--- config.mk ---
export PLATFORM = sky130hd
export DESIGN_NAME = seq_alu_stream_flat
export DESIGN_NICKNAME = d
export VERILOG_FILES = /design/src/rtl/seq_alu_pkg.sv /design/src/rtl/seq_alu_stream_if.sv /design/src/rtl/seq_alu_mul.sv /design/src/rtl/seq_alu_stream.sv /design/src/flat_wrapper.sv
export SDC_FILE = /design/constraint.sdc
export NUM_CORES = 1
export LEC_CHECK = 0
export ABC_AREA = 1
export CAP_MARGIN = 15
export CORE_ASPECT_RATIO = 1.1
export CORE_MARGIN = 3
export CORE_UTILIZATION = 45
export DETAILED_ROUTE_END_ITERATION = 8
export DONT_BUFFER_PORTS = 1
export SLEW_MARGIN = 20
export SYNTH_ARGS = -nofsm -noshare
export SYNTH_HDL_FRONTEND = slang
export SYNTH_HIERARCHICAL = 1
export SYNTH_SLANG_ARGS = --single-unit
export TNS_END_PERCENT = 50
--- constraint.sdc ---
create_clock -name clk -period 3 [get_ports clk]
set_input_delay 0.45 -clock clk [delete_from_list [all_inputs] [get_ports clk]]
set_output_delay 0.45 -clock clk [all_outputs]
set_load 0.01 [all_outputs]
--- src/rtl/seq_alu_pkg.sv ---
// Shared types for the byte-serial ALU: opcodes, FSM states and flag bit positions.
package seq_alu_pkg;

    typedef enum logic [3:0] {
        OP_ADD = 4'd0,
        OP_SUB = 4'd1,
        OP_AND = 4'd2,
        OP_OR  = 4'd3,
        OP_XOR = 4'd4,
        OP_SHL = 4'd5,
        OP_SHR = 4'd6,
        OP_MUL = 4'd7
    } op_e;

    typedef enum logic [2:0] {
        ST_IDLE,
        ST_LOAD_A,
        ST_LOAD_B,
        ST_EXEC,
        ST_OUT
    } state_e;

    localparam int FLG_Z = 0;
    localparam int FLG_C = 1;
    localparam int FLG_V = 2;
    localparam int FLG_N = 3;
    localparam int FLG_E = 4;
    localparam int FLG_W = 5;

endpackage

--- src/rtl/seq_alu_stream_if.sv ---
// Streaming port bundle of the byte-serial ALU: beat input, beat output, flags and busy.
interface seq_alu_stream_if
    import seq_alu_pkg::*;
#(
    parameter int BUS_W = 8
) ();

    logic [BUS_W-1:0] in_data;
    logic             in_valid;
    logic             in_ready;
    logic [BUS_W-1:0] out_data;
    logic             out_valid;
    logic             out_ready;
    logic [FLG_W-1:0] flags;
    logic             busy;

    modport master (
        output in_data, in_valid, out_ready,
        input  in_ready, out_data, out_valid, flags, busy
    );

    modport slave (
        input  in_data, in_valid, out_ready,
        output in_ready, out_data, out_valid, flags, busy
    );

endinterface

--- src/rtl/seq_alu_mul.sv ---
// Iterative shift-add multiplier (low WIDTH bits), built only when SEQ_ALU_MUL_EN is defined.
module seq_alu_mul #(
    parameter int WIDTH = 16
) (
    input  logic             clk,
    input  logic             rst,
    input  logic             start,
    input  logic [WIDTH-1:0] a,
    input  logic [WIDTH-1:0] b,
    output logic             done,
    output logic [WIDTH-1:0] product
);

    localparam int CW = $clog2(WIDTH) + 1;
    localparam logic [CW-1:0] STEP_LAST = CW'(WIDTH - 1);

    logic [WIDTH-1:0] acc;
    logic [WIDTH-1:0] mcand;
    logic [WIDTH-1:0] mplier;
    logic [WIDTH-1:0] addend;
    logic [CW-1:0]    step;
    logic             run;

    // The start cycle performs the first partial product and the final one is
    // folded into the product output, so done rises exactly WIDTH cycles after start.
    assign addend  = mplier[0] ? mcand : '0;
    assign done    = run && (step == STEP_LAST);
    assign product = acc + addend;

    always_ff @(posedge clk or posedge rst) begin
        if (rst) begin
            acc    <= '0;
            mcand  <= '0;
            mplier <= '0;
            step   <= '0;
            run    <= 1'b0;
        end else if (start) begin
            acc    <= b[0] ? a : '0;
            mcand  <= a << 1;
            mplier <= b >> 1;
            step   <= CW'(1);
            run    <= 1'b1;
        end else if (run) begin
            if (done) begin
                run <= 1'b0;
            end else begin
                acc    <= acc + addend;
                mcand  <= mcand << 1;
                mplier <= mplier >> 1;
                step   <= step + 1'b1;
            end
        end
    end

endmodule

--- src/rtl/seq_alu_stream.sv ---
// Byte-serial ALU: opcode, A and B arrive as beats, result streams back with {E,N,V,C,Z}.
// Opcode 7 (MUL) is only implemented when SEQ_ALU_MUL_EN is defined; otherwise it is illegal.
module seq_alu_stream
    import seq_alu_pkg::*;
#(
    parameter int WIDTH = 16,
    parameter int BUS_W = 8
) (
    input logic             clk,
    input logic             rst,
    seq_alu_stream_if.slave bus
);

    localparam int NBEAT = WIDTH / BUS_W;
    localparam int BCW   = (NBEAT > 1) ? $clog2(NBEAT) : 1;
    localparam int SHW   = $clog2(WIDTH);
    localparam logic [BCW-1:0] BEAT_LAST = BCW'(NBEAT - 1);

    state_e                 state;
    state_e                 state_d;
    logic [3:0]             op;
    logic [WIDTH-1:0]       a_reg;
    logic [WIDTH-1:0]       b_reg;
    logic [WIDTH-1:0]       res;
    logic [FLG_W-1:0]       flg;
    logic [BCW-1:0]         cnt;
    logic                   in_rdy;
    logic                   out_vld;
    logic                   last_beat;
    logic                   in_fire;
    logic                   out_fire;
    logic                   exec_done;
    logic [WIDTH+FLG_W-1:0] exec_val;

    function automatic logic [WIDTH+FLG_W-1:0] exec_op(
        input logic [3:0]       opc,
        input logic [WIDTH-1:0] a,
        input logic [WIDTH-1:0] b,
        input logic [WIDTH-1:0] mprod
    );
        logic [WIDTH:0]          wide;
        logic [WIDTH-1:0]        r;
        logic signed [WIDTH-1:0] sa;
        logic signed [WIDTH-1:0] sb;
        logic signed [WIDTH-1:0] sr;
        logic [FLG_W-1:0]        f;
        logic                    legal;
        wide  = '0;
        r     = '0;
        f     = '0;
        legal = 1'b1;
        sa    = signed'(a);
        sb    = signed'(b);
        case (opc)
            OP_ADD: begin
                wide     = {1'b0, a} + {1'b0, b};
                r        = wide[WIDTH-1:0];
                f[FLG_C] = wide[WIDTH];
            end
            OP_SUB: begin
                r        = a - b;
                f[FLG_C] = (a < b);
            end
            OP_AND: r = a & b;
            OP_OR:  r = a | b;
            OP_XOR: r = a ^ b;
            OP_SHL: r = a << b[SHW-1:0];
            OP_SHR: r = a >> b[SHW-1:0];
`ifdef SEQ_ALU_MUL_EN
            OP_MUL: r = mprod;
`endif
            default: legal = 1'b0;
        endcase
        sr = signed'(r);
        if (opc == OP_ADD)
            f[FLG_V] = ((sa < 0) == (sb < 0)) && ((sr < 0) != (sa < 0));
        else if (opc == OP_SUB)
            f[FLG_V] = ((sa < 0) != (sb < 0)) && ((sr < 0) != (sa < 0));
        if (legal) begin
            f[FLG_Z] = (r == '0);
            f[FLG_N] = r[WIDTH-1];
        end else begin
            r        = '0;
            f        = '0;
            f[FLG_Z] = 1'b1;
            f[FLG_E] = 1'b1;
        end
        return {f, r};
    endfunction

    assign in_fire   = bus.in_valid && bus.in_ready;
    assign out_fire  = out_vld && bus.out_ready;
    assign last_beat = (cnt == BEAT_LAST);

`ifdef SEQ_ALU_MUL_EN
    logic             mul_start;
    logic             mul_done;
    logic [WIDTH-1:0] mul_prod;

    seq_alu_mul #(
        .WIDTH(WIDTH)
    ) u_mul (
        .clk     (clk),
        .rst     (rst),
        .start   (mul_start),
        .a       (a_reg),
        .b       (b_reg),
        .done    (mul_done),
        .product (mul_prod)
    );

    assign exec_done = (op == OP_MUL) ? mul_done : 1'b1;
    assign exec_val  = exec_op(op, a_reg, b_reg, mul_prod);

    // Pulse lands in the first EXEC cycle, when both operands are complete.
    always_ff @(posedge clk or posedge rst) begin
        if (rst)
            mul_start <= 1'b0;
        else
            mul_start <= in_fire && (state == ST_LOAD_B) && last_beat && (op == OP_MUL);
    end
`else
    assign exec_done = 1'b1;
    assign exec_val  = exec_op(op, a_reg, b_reg, '0);
`endif

    always_ff @(posedge clk or posedge rst) begin
        if (rst)
            state <= ST_IDLE;
        else
            state <= state_d;
    end

    always_comb begin
        state_d = state;
        in_rdy  = 1'b0;
        out_vld = 1'b0;
        case (state)
            ST_IDLE: begin
                in_rdy = 1'b1;
                if (bus.in_valid)
                    state_d = ST_LOAD_A;
            end
            ST_LOAD_A: begin
                in_rdy = 1'b1;
                if (bus.in_valid && last_beat)
                    state_d = ST_LOAD_B;
            end
            ST_LOAD_B: begin
                in_rdy = 1'b1;
                if (bus.in_valid && last_beat)
                    state_d = ST_EXEC;
            end
            ST_EXEC: begin
                if (exec_done)
                    state_d = ST_OUT;
            end
            ST_OUT: begin
                out_vld = 1'b1;
                if (bus.out_ready && last_beat)
                    state_d = ST_IDLE;
            end
            default: state_d = ST_IDLE;
        endcase
    end

    always_ff @(posedge clk or posedge rst) begin
        if (rst) begin
            op    <= '0;
            a_reg <= '0;
            b_reg <= '0;
            res   <= '0;
            flg   <= '0;
            cnt   <= '0;
        end else begin
            if ((in_fire && state != ST_IDLE) || out_fire)
                cnt <= last_beat ? '0 : cnt + 1'b1;
            if (in_fire && state == ST_IDLE)
                op <= bus.in_data[3:0];
            if (in_fire && state == ST_LOAD_A)
                a_reg[cnt*BUS_W +: BUS_W] <= bus.in_data;
            if (in_fire && state == ST_LOAD_B)
                b_reg[cnt*BUS_W +: BUS_W] <= bus.in_data;
            if (state == ST_EXEC && exec_done) begin
                res <= exec_val[WIDTH-1:0];
                flg <= exec_val[WIDTH +: FLG_W];
            end
        end
    end

    // Reset holds in_ready low even though the FSM already sits in IDLE.
    assign bus.in_ready  = in_rdy && !rst;
    assign bus.out_valid = out_vld;
    assign bus.out_data  = res[cnt*BUS_W +: BUS_W];
    assign bus.flags     = flg;
    assign bus.busy      = (state != ST_IDLE);

endmodule

--- src/flat_wrapper.sv ---
// flat-port wrapper written by rule: the top's interface ports become plain ports
module seq_alu_stream_flat import seq_alu_pkg::*;
#(
    parameter int WIDTH = 16,
    parameter int BUS_W = 8
)
  (clk, rst, bus_in_data, bus_in_valid, bus_out_ready, bus_in_ready, bus_out_data, bus_out_valid, bus_flags, bus_busy);
  seq_alu_stream_if #(.BUS_W(BUS_W)) bus_i ();
  input logic clk;
  input logic rst;
  input wire logic [$bits(bus_i.in_data)-1:0] bus_in_data;
  input wire logic [$bits(bus_i.in_valid)-1:0] bus_in_valid;
  input wire logic [$bits(bus_i.out_ready)-1:0] bus_out_ready;
  output wire logic [$bits(bus_i.in_ready)-1:0] bus_in_ready;
  output wire logic [$bits(bus_i.out_data)-1:0] bus_out_data;
  output wire logic [$bits(bus_i.out_valid)-1:0] bus_out_valid;
  output wire logic [$bits(bus_i.flags)-1:0] bus_flags;
  output wire logic [$bits(bus_i.busy)-1:0] bus_busy;
  assign bus_i.in_data = bus_in_data;
  assign bus_i.in_valid = bus_in_valid;
  assign bus_i.out_ready = bus_out_ready;
  assign bus_in_ready = bus_i.in_ready;
  assign bus_out_data = bus_i.out_data;
  assign bus_out_valid = bus_i.out_valid;
  assign bus_flags = bus_i.flags;
  assign bus_busy = bus_i.busy;
  seq_alu_stream #(.WIDTH(WIDTH), .BUS_W(BUS_W)) u_core (.clk(clk), .rst(rst), .bus(bus_i));
endmodule
==> flow_summary_export.csv, run 1 <==
group,metric,value,unit
place,dpl.hpwl,20500,microns
clock_network,clk_root_buffer_cell,"clkbuf_16",
finish,design_area,0.00748,sq mm
place,numPortBuffers,0,
setup_path,critPathArrivalTime,2.88,ns
finish,areaGrowthSynthToFinish,7.88,%
route,num_vias,7537,
place,post-place-ws,0.409,ns
synthesis,ys_types,42,
synthesis,synth_seq_cells,60,
synthesis,netlist_instances,1168,
setup_path,worst_r2r_path_depth,17,
synthesis,ys_seq_area_share,21.6,%
global_route,grt.met2_usage,48.3,%
global_route,grt_antenna_before_repair,0,
clock_network,cts_buffer_depth,2,
route,ant_nets,0,
clock_network,cts_tree,"yes",
global_route,grt_usage,30.4,%
setup_path,endpoint_kind,"flop",
finish,n_antenna_cell,0,
finish,fillers,1582,
route,drt-wirelength-per-cell,18.6,microns
timing,timing.slew.headroom,49.7,%
setup_path,setup.worst_path.start_class,"flop",
finish,postLayoutCoreUtil,50.8,%
timing,setup_viol,0,
global_route,grt_use_met3,4.56,%
synthesis,synth_warnings,6,
floorplan,dieWidth,124,microns
route,routed_wl,25400,microns
global_route,grt_max_degree,61,
worst_hold_path,min_path_type,"in2async",
timing,worstMarginPinSlew,0.754,ns
place,place_congestion,1.02,
setup_path,critPathKind,"reg2reg",
floorplan,core_area,0.0147,sq mm
clock_network,htree_levels,3,
route,remaining_drc_errors,0,
floorplan,ios,28,
global_route,overflow,0,
finish,seq_area,0.00150,sq mm
floorplan,dieHeight,136,microns
timing,grt_setup_unrepaired,"no",
timing,fin_tns_setup,0,ns
timing,period_minus_slack,2.61,ns
flow_run,drv_cap,0,
outcome,outcome,"complete, no violations",
timing,slew_violations,0,
clock_network,post-cts-setup-buffer-count,0,
global_route,grt_pass1_vias,6922,
synthesis,syn_area,0.00694,sq mm
synthesis,ys_top_cells_by_area,"dfrtp_1 (22%), nand2_1 (21%), nand3_1 (12%)",
route,drtPass1Iterations,5,
finish,multiInputGateArea,0.00460,sq mm
timing,max_freq,384,MHz
floorplan,rows,46,
timing,layout_worst_path_cycle_share,86.9,%
setup_path,cp.required,3.27,ns
synthesis,synth_top_area_cell,"dfrtp_1",
clock_network,post_cts_resized,0,
floorplan,die_area,0.0169,sq mm
floorplan,start_util,47.1,%
global_route,grtUsageMet1,41.8,%
setup_path,crit_path_max_fanout,32,
clock_network,cts_buffers,9,
finish,drive_gt1_share,9.63,%
route,routed_via_density,5.52,
global_route,grt_pass1_wl,39700,microns
route,drt_iter0_markers,818,
finish,nets,1235,
clock_network,hold_buffers,0,
timing,fin_skew,0.00600,ns
timing,final-hold-violation-count,0,
global_route,top_usage_layer,"met2",
place,placed_area,0.00716,sq mm
synthesis,avgSynthCellArea,5.94,sq um
clock_network,cts_sinks,60,
synthesis,synth_nets,1234,
timing,final.setup.worst_slack,0.393,ns
synthesis,synth.top_cell.area_share,21.6,%
clock_network,clk_pin_slew,0.05,ns
clock_network,insertion_delay,0.34,ns
## per-stage QoR
step                      std cells  hold slack, ns
final                          1365           0.220
after global placement         1350           0.473
after detailed placement       1350           0.475
after global routing           1365           0.234
after floorplan                1168           0.449
after CTS                      1365           0.227
## synth_stat cells (all sizes together)
master	n
nand2	409
nand3	177
inv	150
nor2	143
o21ai	69
dfrtp	60
ha	52
buf	33
a21oi	22
clkbuf	9
nand4	8
nor3	7
o22ai	5
nand3b	4
or2	4
o21bai	3
and2	2
clkinv	2
fa	2
a211oi	1
a21boi	1
a21o	1
o211ai	1
o221ai	1
o31ai	1
xor2	1
## layer usage
layer	wire [microns]	up-vias
met5	0	-
met4	919	0
met3	1870	59
met2	11300	325
met1	11300	3468
li1	-	3685
## logic make-up (layout without fill, tap and decap cells)
| group | count (synthesis) | count (layout) | share of synthesized area, % |
|---|---|---|---|
| buffers and inverters | 194 | 199 | 12.0 |
| adders and majority gates | 54 | 54 | 9.95 |
| and+or+nand+nor | 754 | 754 | 48.3 |
| xor gates and xnor gates | 1 | 1 | 0.126 |
| DFF | 60 | 60 | 21.6 |
| AOI/OAI and AO/OA | 105 | 105 | 8.01 |
## layout make-up
class | count | area share, %
Clock buffer | 11 | 3.38
Multi-Input combinational cell | 914 | 61.5
Sequential cell | 60 | 20.1
Clock inverter | 4 | 0.970
Inverter | 152 | 7.66
Timing Repair Buffer | 32 | 3.21
Tap cell | 192 | 3.21
## worst max-delay path, cell delays in order (launching register included)
cell     delay, ns
dfrtp_1       0.40
inv_1         0.09
buf_4         0.33
ha_1          0.27
inv_1         0.06
nand2_1       0.10
inv_1         0.06
nand2_1       0.11
nand2_1       0.06
nand3_1       0.10
nand3_1       0.10
nor2_1        0.36
nand2_1       0.10
nor2_1        0.10
nand2_1       0.05
nor2_1        0.10
nand3_1       0.08
nand2_1       0.06
## cells in the final DEF (no fill, tap or decap), types with 2 or more instances in the layout
master	synthesis	layout
a21oi_1	22	22
and2_1	2	2
buf_4	6	32
bufinv_16	0	2
clkbuf_16	0	9
clkbuf_8	0	2
clkinv_1	2	2
dfrtp_1	60	60
fa_1	2	2
ha_1	52	52
inv_1	134	133
inv_2	15	16
nand2_1	394	394
nand2_2	6	6
nand2_4	8	8
nand3_1	162	162
nand3_2	15	15
nand3b_1	4	4
nand4_1	8	8
nor2_1	130	130
nor2_2	9	9
nor2_4	4	4
nor3_1	3	3
nor3_2	4	4
o21ai_0	62	62
o21ai_1	7	7
o21bai_1	3	3
o22ai_1	5	5
or2_2	2	2
## worst paths after layout
check	slack, ns	end	startpoint
min	0.22	u_core/state[1]	rst
min in group clk	0.24	u_core/op[2]	bus_in_data[2]
max	0.39	u_core/bus.flags[0]	u_core/b_reg[2]
min reg2reg	0.49	u_core/res[8]	u_core/res[8]
max reg2reg	0.39	u_core/bus.flags[0]	u_core/b_reg[2]
max in group asynchronous	2.28	u_core/b_reg[8]	rst
Power of run 1 is not shown: default switching activity piles up to over one toggle a cycle in this logic, so the estimate is an artifact.
==> inputs of run 2 (changes only) <==
--- a/config.mk
+++ b/config.mk
@@ -15,6 +15,5 @@
 export SLEW_MARGIN = 20
 export SYNTH_ARGS = -nofsm -noshare
 export SYNTH_HDL_FRONTEND = slang
-export SYNTH_HIERARCHICAL = 1
 export SYNTH_SLANG_ARGS = --single-unit
 export TNS_END_PERCENT = 50
==> constraint.sdc (replaced) <==
create_clock -name clk -period 2.71 [get_ports clk]
set_input_delay 0.4065 -clock clk [delete_from_list [all_inputs] [get_ports clk]]
set_output_delay 0.4065 -clock clk [all_outputs]
set_load 0.01 [all_outputs]
==> flow_summary_export.csv, run 2 <==
group,metric,value,unit
outcome,outcome,"complete, no violations",
global_route,grt_pass1_wl,37800,microns
timing,layout_worst_path_cycle_share,93.8,%
finish,design_area,0.00727,sq mm
synthesis,synthArstFlopShare,100,%
synthesis,synth_enable_flop_cells,0,
synthesis,synthMuxAreaShare,0.169,%
setup_path,worst_path_max_delay_cell,"ha_1",
route,ant_nets,0,
floorplan,dieHeight,134,microns
finish,multiInputGateArea,0.00438,sq mm
power_and_ir_drop,p_leak,3.80,nW
clock_network,htree_levels,3,
route,num_vias,7298,
timing,max_freq,393,MHz
timing,grt_setup_unrepaired,"no",
timing,setup_viol,0,
route,remaining_drc_errors,0,
setup_path,worst_r2r_path_depth,16,
timing,hold_slack,0.196,ns
setup_path,critical_path.cell_chain,"inv_1 -> ha_1 -> inv_2 -> nand2_2 -> inv_1 -> nand2_1 -> inv_1 -> a21oi_1 -> nand3_1 -> nand3_1 -> nand3_2 -> nor2_1 -> nand2_1 -> nor2_1 -> nand3_1 -> nand2_1",
route,routed_via_density,5.56,
synthesis,ys_top_cells_by_count,"nand2_1 (350), nand3_1 (163), inv_1 (133)",
worst_hold_path,min_path_type,"in2reg",
clock_network,cts_buffers,9,
timing,fin_tns_setup,0,ns
route,drt_iter0_markers,780,
clock_network,cts_sinks,60,
global_route,grt_pass1_vias,6709,
clock_network,insertion_delay,0.33,ns
synthesis,synth_compound_area_share,11.1,%
floorplan,core_area,0.0144,sq mm
synthesis,synth_top_area_cell,"dfrtp_1",
setup_path,endpoint_kind,"flop",
setup_path,critPathArrivalTime,2.82,ns
synthesis,ys_seq_area_share,22.5,%
synthesis,syn_area,0.00667,sq mm
timing,final-hold-violation-count,0,
floorplan,ios,28,
timing,slew_violations,0,
floorplan,start_util,46.2,%
place,place_congestion,1.10,
synthesis,synth_ff_type,"dfrtp_1",
floorplan,dieWidth,122,microns
setup_path,critPathKind,"reg2reg",
clock_network,clk_pin_slew,0.05,ns
clock_network,cts_buffer_depth,2,
finish,seq_area,0.00150,sq mm
setup_path,crit_path_max_fanout,7,
clock_network,cts_tree,"yes",
flow_run,drv_cap,0,
timing,timing.slew.headroom,46.2,%
power_and_ir_drop,ir_drop,0.668,mV
finish,n_antenna_cell,0,
synthesis,synth-simple-area-share,43.6,%
floorplan,die_area,0.0163,sq mm
synthesis,synth_nets,1178,
setup_path,cp.required,2.98,ns
clock_network,clk_root_buffer_cell,"clkbuf_16",
finish,final_cell_mix,"nand2_1 (350), nand3_1 (163), inv_1 (131)",
synthesis,netlist_instances,1113,
timing,fin_skew,0.00342,ns
finish,layout_commonest_cell,"nand2_1",
route,drtPass1Iterations,5,
setup_path,cp-startpoint,"u_core.a_reg[12]",
finish,nets,1180,
synthesis,synth_warnings,0,
place,placed_area,0.00692,sq mm
worst_hold_path,hold_start,"bus_in_data[5]",
timing,period_minus_slack,2.54,ns
global_route,grt_max_degree,61,
setup_path,setup.worst_path.start_class,"flop",
synthesis,synth_top_family_by_area,"simple AND/OR/NAND/NOR gates",
timing,worstMarginPinSlew,0.807,ns
route,routed_wl,24700,microns
synthesis,synth_seq_cells,60,
synthesis,synth.top_cell.area_share,22.5,%
place,numPortBuffers,0,
synthesis,ys_types,43,
setup_path,slowest_delay,0.53,ns
finish,drive_gt1_share,9.20,%
floorplan,rows,46,
finish,areaGrowthSynthToFinish,9.00,%
synthesis,synth_fa_ha_area_share,10.2,%
worst_hold_path,hold_depth,2,
synthesis,synth_xor_xnor_area_share,0.394,%
synthesis,yosysMostFrequentCell,"nand2_1",
power_and_ir_drop,power_density,1500,mW/mm^2
synthesis,ys_top_cells_by_area,"dfrtp_1 (23%), nand2_1 (20%), nand3_1 (12%)",
setup_path,r2r-start,"u_core.a_reg[12]",
global_route,overflow,0,
finish,fillers,1540,
global_route,grt_usage,30.7,%
route,drt-wirelength-per-cell,18.8,microns
global_route,grt_antenna_before_repair,0,
synthesis,avgSynthCellArea,5.99,sq um
place,dpl.hpwl,19600,microns
setup_path,rrSetupSlack,0.17,ns
-- run 2: cell count changes after synthesis, sizes merged, moves of 4 or more --
cell / change
and2: +4
nand2: -45
o21ai: +8
o22ai: +5
nor2: -35
nand3: -11
a21oi: +18
-- run 2: kinds of logic (layout without fill, tap and decap cells) --
logic type               Yosys count  after routing
AO/OA/AOI/OAI                    139            139
XOR/XNOR                           3              3
multiplexers                       1              1
AND/OR/NAND/NOR                  668            668
adder cells (fa/ha/maj)           53             53
buffers and inverters            189            196
flip-flops                        60             60
-- run 2: metrics by stage --
step	cells	util (%)	worst slack (ns)	total power, W
after floorplan	1113	-	0.343	0.00722
after global placement	1296	47.9	0.0956	0.00940
after detailed placement	1296	47.9	0.104	0.00938
after CTS	1312	50.2	0.0832	0.0107
after global routing	1312	50.3	0.00341	0.0119
final	1312	50.3	0.167	0.0109
-- run 2: cell type report --
class	instances	share of cell area, %
Clock buffer	13	3.58
Clock inverter	3	0.946
Inverter	148	7.73
Multi-Input combinational cell	864	60.3
Sequential cell	60	20.7
Tap cell	192	3.30
Timing Repair Buffer	32	3.48
-- run 2: final timing paths --
check | to
min in group asynchronous | u_core.b_reg[14]
setup reg to reg | u_core.bus.flags[0]
max in group asynchronous | u_core.a_reg[7]
hold / removal | u_core.b_reg[13]
hold reg to reg | u_core.res[10]
setup / recovery | u_core.bus.flags[0]
-- run 2: where the power goes --
part | switching [W] | internal (W)
registers | 0.000436 | 0.00130
logic | 0.00546 | 0.00248
clock network | 0.000411 | 0.000857
-- run 2: timing repair --
item | 4_1_cts | 5_1_grt
gates resized for setup | 0 | 11
buffers inserted | 0 | 0
hold buffers | 0 | 0
endpoints found under the setup margin | 0 | 2
-- run 2: worst max-delay path, delay by kind of cell (launching register included) --
| family | cells | cell delay (ns) |
|---|---|---|
| AOI/OAI and AO/OA | 1 | 0.17 |
| adders and majority gates | 1 | 0.53 |
| buffers and inverters | 4 | 0.35 |
| DFF | 1 | 0.43 |
| and+or+nand+nor | 10 | 1.02 |
-- run 2: metal layers --
metal	wire length, microns	global-route usage, %	vias up
met3	2510	8.66	53
met1	10500	42.2	3341
li1	-	-	3563
met5	0	0	-
met4	971	12.3	0
met2	10600	45.4	341
(Power assumes the default switching activity.)
